$ cat config.mk
export PLATFORM = sky130hd
export DESIGN_NAME = cla_sub_serial
export DESIGN_NICKNAME = d
export VERILOG_FILES = /design/src/rtl/cla_sub_serial.sv
export SDC_FILE = /design/constraint.sdc
export NUM_CORES = 1
export LEC_CHECK = 0
export ABC_CLOCK_PERIOD_IN_PS = 3000
export BUFFER_PORTS_ARGS = -buffer_cell sky130_fd_sc_hd__buf_4
export CORE_ASPECT_RATIO = 1.75
export CORE_MARGIN = 2
export CORE_UTILIZATION = 45
export DETAILED_ROUTE_END_ITERATION = 7
export PLACE_DENSITY_LB_ADDON = 0.1
export SLEW_MARGIN = 20
export SYNTH_ARGS = -nofsm -noshare
export SYNTH_HDL_FRONTEND = slang
export SYNTH_SLANG_ARGS = --single-unit
$ cat constraint.sdc
create_clock -name clk -period 3 [get_ports clk]
set_input_delay 0.6 -clock clk [delete_from_list [all_inputs] [get_ports clk]]
set_output_delay 0.6 -clock clk [all_outputs]
set_load 0.05 [all_outputs]
$ cat src/rtl/cla_sub_serial.sv
// Serial subtractor: D = A - B - Bin computed one NIBBLE-wide slice per clock,
// each slice resolved with borrow-lookahead logic, slices chained by a registered carry.
module cla_sub_serial #(
    parameter int WIDTH  = 16,
    parameter int NIBBLE = 4
) (
    input  logic             clk,
    input  logic             rst_n,
    input  logic             in_valid,
    output logic             in_ready,
    input  logic [WIDTH-1:0] a,
    input  logic [WIDTH-1:0] b,
    input  logic             bin,
    output logic             out_valid,
    input  logic             out_ready,
    output logic [WIDTH-1:0] diff,
    output logic             bout,
    output logic             ovf,
    output logic             zero
);
    localparam int STEPS = WIDTH / NIBBLE;
    localparam int CW    = (STEPS > 1) ? $clog2(STEPS) : 1;

    typedef enum logic [1:0] {IDLE, RUN, DONE} state_t;

    state_t            state_reg, state_next;
    logic [CW-1:0]     cnt_reg;
    logic [WIDTH-1:0]  a_reg;
    logic [WIDTH-1:0]  nb_reg;
    logic              carry_reg;
    logic [WIDTH-1:0]  diff_reg, diff_next;
    logic              bout_reg, ovf_reg, zero_reg, out_valid_reg;

    logic [NIBBLE-1:0] g, p, s;
    logic [NIBBLE:0]   c;
    logic              accept, last_step;

    assign in_ready  = (state_reg == IDLE);
    assign accept    = in_valid && in_ready;
    assign last_step = (state_reg == RUN) && (cnt_reg == CW'(STEPS - 1));

    // Operands shift right each step, so the active slice always sits in the low bits.
    assign g    = a_reg[NIBBLE-1:0] & nb_reg[NIBBLE-1:0];
    assign p    = a_reg[NIBBLE-1:0] ^ nb_reg[NIBBLE-1:0];
    assign c[0] = carry_reg;

    // Every slice carry is a flat sum of products of g, p and the incoming carry.
    for (genvar gi = 0; gi < NIBBLE; gi++) begin : g_cla
        logic c_la;
        always_comb begin
            logic prod;
            c_la = carry_reg & (&p[gi:0]);
            for (int j = 0; j <= gi; j++) begin
                prod = g[j];
                for (int k = j + 1; k <= gi; k++) begin
                    prod = prod & p[k];
                end
                c_la = c_la | prod;
            end
        end
        assign c[gi+1] = c_la;
        assign s[gi]   = p[gi] ^ c[gi];
    end

    always_comb begin
        diff_next = diff_reg;
        for (int i = 0; i < STEPS; i++) begin
            if (cnt_reg == CW'(i)) begin
                diff_next[i*NIBBLE +: NIBBLE] = s;
            end
        end
    end

    always_comb begin
        state_next = state_reg;
        case (state_reg)
            IDLE:    if (in_valid) state_next = RUN;
            RUN:     if (last_step) state_next = DONE;
            DONE:    if (out_ready) state_next = IDLE;
            default: state_next = IDLE;
        endcase
    end

    always_ff @(posedge clk or negedge rst_n) begin
        if (!rst_n) begin
            state_reg <= IDLE;
        end else begin
            state_reg <= state_next;
        end
    end

    always_ff @(posedge clk or negedge rst_n) begin
        if (!rst_n) begin
            cnt_reg       <= '0;
            a_reg         <= '0;
            nb_reg        <= '0;
            carry_reg     <= 1'b0;
            diff_reg      <= '0;
            bout_reg      <= 1'b0;
            ovf_reg       <= 1'b0;
            zero_reg      <= 1'b0;
            out_valid_reg <= 1'b0;
        end else begin
            if (accept) begin
                a_reg     <= a;
                nb_reg    <= ~b;
                carry_reg <= ~bin;
                cnt_reg   <= '0;
            end else if (state_reg == RUN) begin
                diff_reg  <= diff_next;
                carry_reg <= c[NIBBLE];
                a_reg     <= a_reg >> NIBBLE;
                nb_reg    <= nb_reg >> NIBBLE;
                cnt_reg   <= cnt_reg + 1'b1;
                if (last_step) begin
                    bout_reg      <= ~c[NIBBLE];
                    ovf_reg       <= c[NIBBLE] ^ c[NIBBLE-1];
                    zero_reg      <= (diff_next == '0);
                    out_valid_reg <= 1'b1;
                end
            end else if (state_reg == DONE && out_ready) begin
                out_valid_reg <= 1'b0;
            end
        end
    end

    assign diff      = diff_reg;
    assign bout      = bout_reg;
    assign ovf       = ovf_reg;
    assign zero      = zero_reg;
    assign out_valid = out_valid_reg;
endmodule

==> summary.txt <==
Logic synthesis
  • Cells after Synth: 248
  • Distinct cell type count after synthesis: 34
  • Sequential-to-total area share from yosys stat: 56.1%
  • Syn nets: 294
  • XOR/XNOR share of the synthesized area: 0.689%
  • Main synth FF type: dfrtp_1
  • Syn_area_per_cell: 10.3 um2
  • Post-synthesis cell area: 2540 um2
  • Synth top area cells: dfrtp_1 56%, nand2_1 8.9%, a221o_1 4.7%
  • Area fraction in compound gates after synthesis: 18.3%
  • Post-synth EDFFs: 0
  • Top cell type by total area after synthesis: dfrtp_1
  • Simple-gate share of the synthesized area: 14.8%
  • Yosys top cell area share: 56.1%
  • Post-synthesis mux area share: 1.77%
  • Synth Area in Adders: 4.72%
  • Largest family of logic cells by synthesized area: compound AO/OA/AOI/OAI gates
  • Post-synthesis async set-or-reset flop share: 100%
  • Synth top cells by count: 60 x nand2_1, 57 x dfrtp_1, 23 x o21ai_0
  • YS warnings: 0
  • Top-count cell post-synth: nand2_1
  • Seq cells post-synth: 57

Critical path
  • Crit-path cells: nor2b_2 > nand2_1 > mux2_2
  • Crit-path max cell delay: 0.50 ns
  • Crit. End Element: flop
  • Critical path class: flop to flop
  • R2R Path Start: state_reg[0]
  • CP Data Required Time: 3.22 ns
  • Slowest-stage cell, CP: nor2b_2
  • Top fanout value on the critical path: 13
  • Crit path DAT: 2.07 ns
  • Worst setup path startpoint: state_reg[0]
  • Crit start category: flop

Placement
  • Placed cell area: 3020 um2
  • Hpwl dp: 3.90 mm
  • Routability Congestion: 0.816
  • I/O Buffers: 57

Die
  • Rows: 36
  • Die Area: 6290 um2
  • Number of I/O pins: 58
  • Starting Density: 46.3%
  • Die H: 103 um
  • Die W: 60.8 um
  • Placeable Area: 5500 um2

Route
  • DR vias/cell: 5.19
  • ANT nets after route: 0
  • # DRC: 0
  • Iter 0 DRT Violations: 52
  • Total iterations of the first detailed-routing run: 4
  • Wire length per cell: 14.2 um
  • Total wire length: 5.48 mm
  • Vias: 2008

Power and ir drop
  • Tot Pwr: 0.00430 W
  • IR drop worst, VDD: 529 uV
  • Leak Pwr: 1.59 nW
  • Clock group share of total power: 18.4%
  • Internal power: 0.00240 W
  • Part of the power in registers: 32.0%
  • Comb pwr share: 49.6%
  • Cell Pwr Density: 1330 nW/um2
  • Sw Share: 44.3%
  • Switch Pwr: 0.00190 W

Outcome
  • Status: completed

Global route
  • Global-route wire length before repair: 9.04 mm
  • Initial antenna violation count: 0
  • Largest net degree at the start of global routing: 58
  • Total GRT Usage: 19.8%
  • GRT overflow: 0
  • Vias in the first global route: 1922

Clocking
  • H-tree Lvls: 3
  • TritonCTS Buffers: 9
  • # Post-CTS Setup Buffers: 0
  • CTS root buffer: clkbuf_8
  • Clock sink total: 57
  • Clock slew at reported path FFs: 0.07 ns
  • Clock tree from TritonCTS: built
  • Clk Latency, worst-skew pair: 0.33 ns
  • Max Buffers Root-to-Sink: 2
  • CTS Hold Buffers Added: 0
  • Post-CTS sizing: 0

Cells and area
  • # fillers: 518
  • Area occupied by multi-input gates: 1020 um2
  • Final Cell Area: 3240 um2
  • Share of layout cells above drive strength 1: 26.4%
  • Post-route core utilization: 58.9%
  • Diode count: 0
  • Area grow syn2layout: 27.4%
  • Post-layout nets: 354
  • FF/Latch Area: 1430 um2

STA
  • Max Fclk: 542 MHz
  • Relative slew slack: 52.9%
  • Final setup fails: 0
  • Max-slew violations: 0
  • Fin Setup TNS: 0 ns
  • Final hold violation count: 0
  • RSZ-0062 raised after global routing: false
  • Skew final: 0.00947 ns
  • Worst slew pin tran: 0.706 ns
  • Min Tclk post-route: 1.85 ns
  • Hold_ws: 0.313 ns
  • Fin crit share: 61.5%

Hold path
  • Hold Crit Class: input port to asynchronous set/reset pin

Flow run
  • Max-cap violations: 0
kinds of logic (layout without fill, tap and decap cells):
family,count (synthesis),in the layout
adders and majority gates,9,9
xor gates and xnor gates,2,2
AOI/OAI and AO/OA,68,68
muxes,4,4
DFF,57,57
and+or+nand+nor,91,91
buffers and inverters,17,80
routing by layer:
layer / routed length, um / vias to the layer above / GRT usage [%]
met3: 204 / 17 / 4.10
met5: 0 / - / 0
met1: 2280 / 944 / 24.9
met2: 2790 / 53 / 31.3
met4: 215 / 0 / 11.2
li1: - / 994 / -
layout make-up:
cell class	instances	area share, %
clock inverter	3	2.01
multi-input combinational	174	31.6
tap	76	2.94
inverter	5	0.579
sequential	57	44.0
clock buffer	11	4.67
timing repair buffer	61	14.1
final timing paths:
| kind | end | slack (ns) | cells after the start |
|---|---|---|---|
| hold / removal | diff[15] | 0.31 | 1 |
| setup reg to reg | diff[12] | 1.15 | 3 |
| setup / recovery | diff[12] | 1.15 | 3 |
| min in group clk | state_reg[1] | 0.44 | 2 |
| hold reg to reg | a_reg[5] | 0.48 | 2 |
| max in group asynchronous | a_reg[15] | 2.21 | 1 |
power groups by stage:
stage	Combinational [W]	Sequential, W	Clock (W)
final	0.00214	0.00138	0.000791
after global routing	0.00238	0.00142	0.000844
after CTS	0.00216	0.00138	0.000804
after detailed placement	0.00215	0.00139	0
after global placement	0.00213	0.00138	0
after floorplan	0.00119	0.00175	0
critical path: cells and delay by family, from the launching register on:
family / cells / cell delay (ns)
flops: 1 / 0.41
simple gates: 2 / 0.93
mux: 1 / 0.39
cells in the final DEF, fill, tap and decap left out, types with 2 or more instances in the layout:
cell       instances
o31ai_1            3
inv_1              5
bufinv_16          2
clkbuf_8          11
o22ai_1            2
buf_4             61
nand3_1            5
nor2_1            16
ha_1               8
nand2_1           60
o21ai_0           23
nor4_1             3
a21oi_1            3
a21o_1             2
o211ai_1           2
dfrtp_1           57
a221o_1           12
o21ai_1            4
a22oi_1           12
mux2_2             4
nor3_1             2
metrics by stage:
step | instances | setup slack (ns)
floorplan | 248 | 1.21
global placement | 373 | 1.16
detailed placement | 373 | 1.13
CTS | 387 | 1.13
global route | 387 | 0.983
finish | 387 | 1.15
Note: power is estimated with default switching activity, not from simulation.
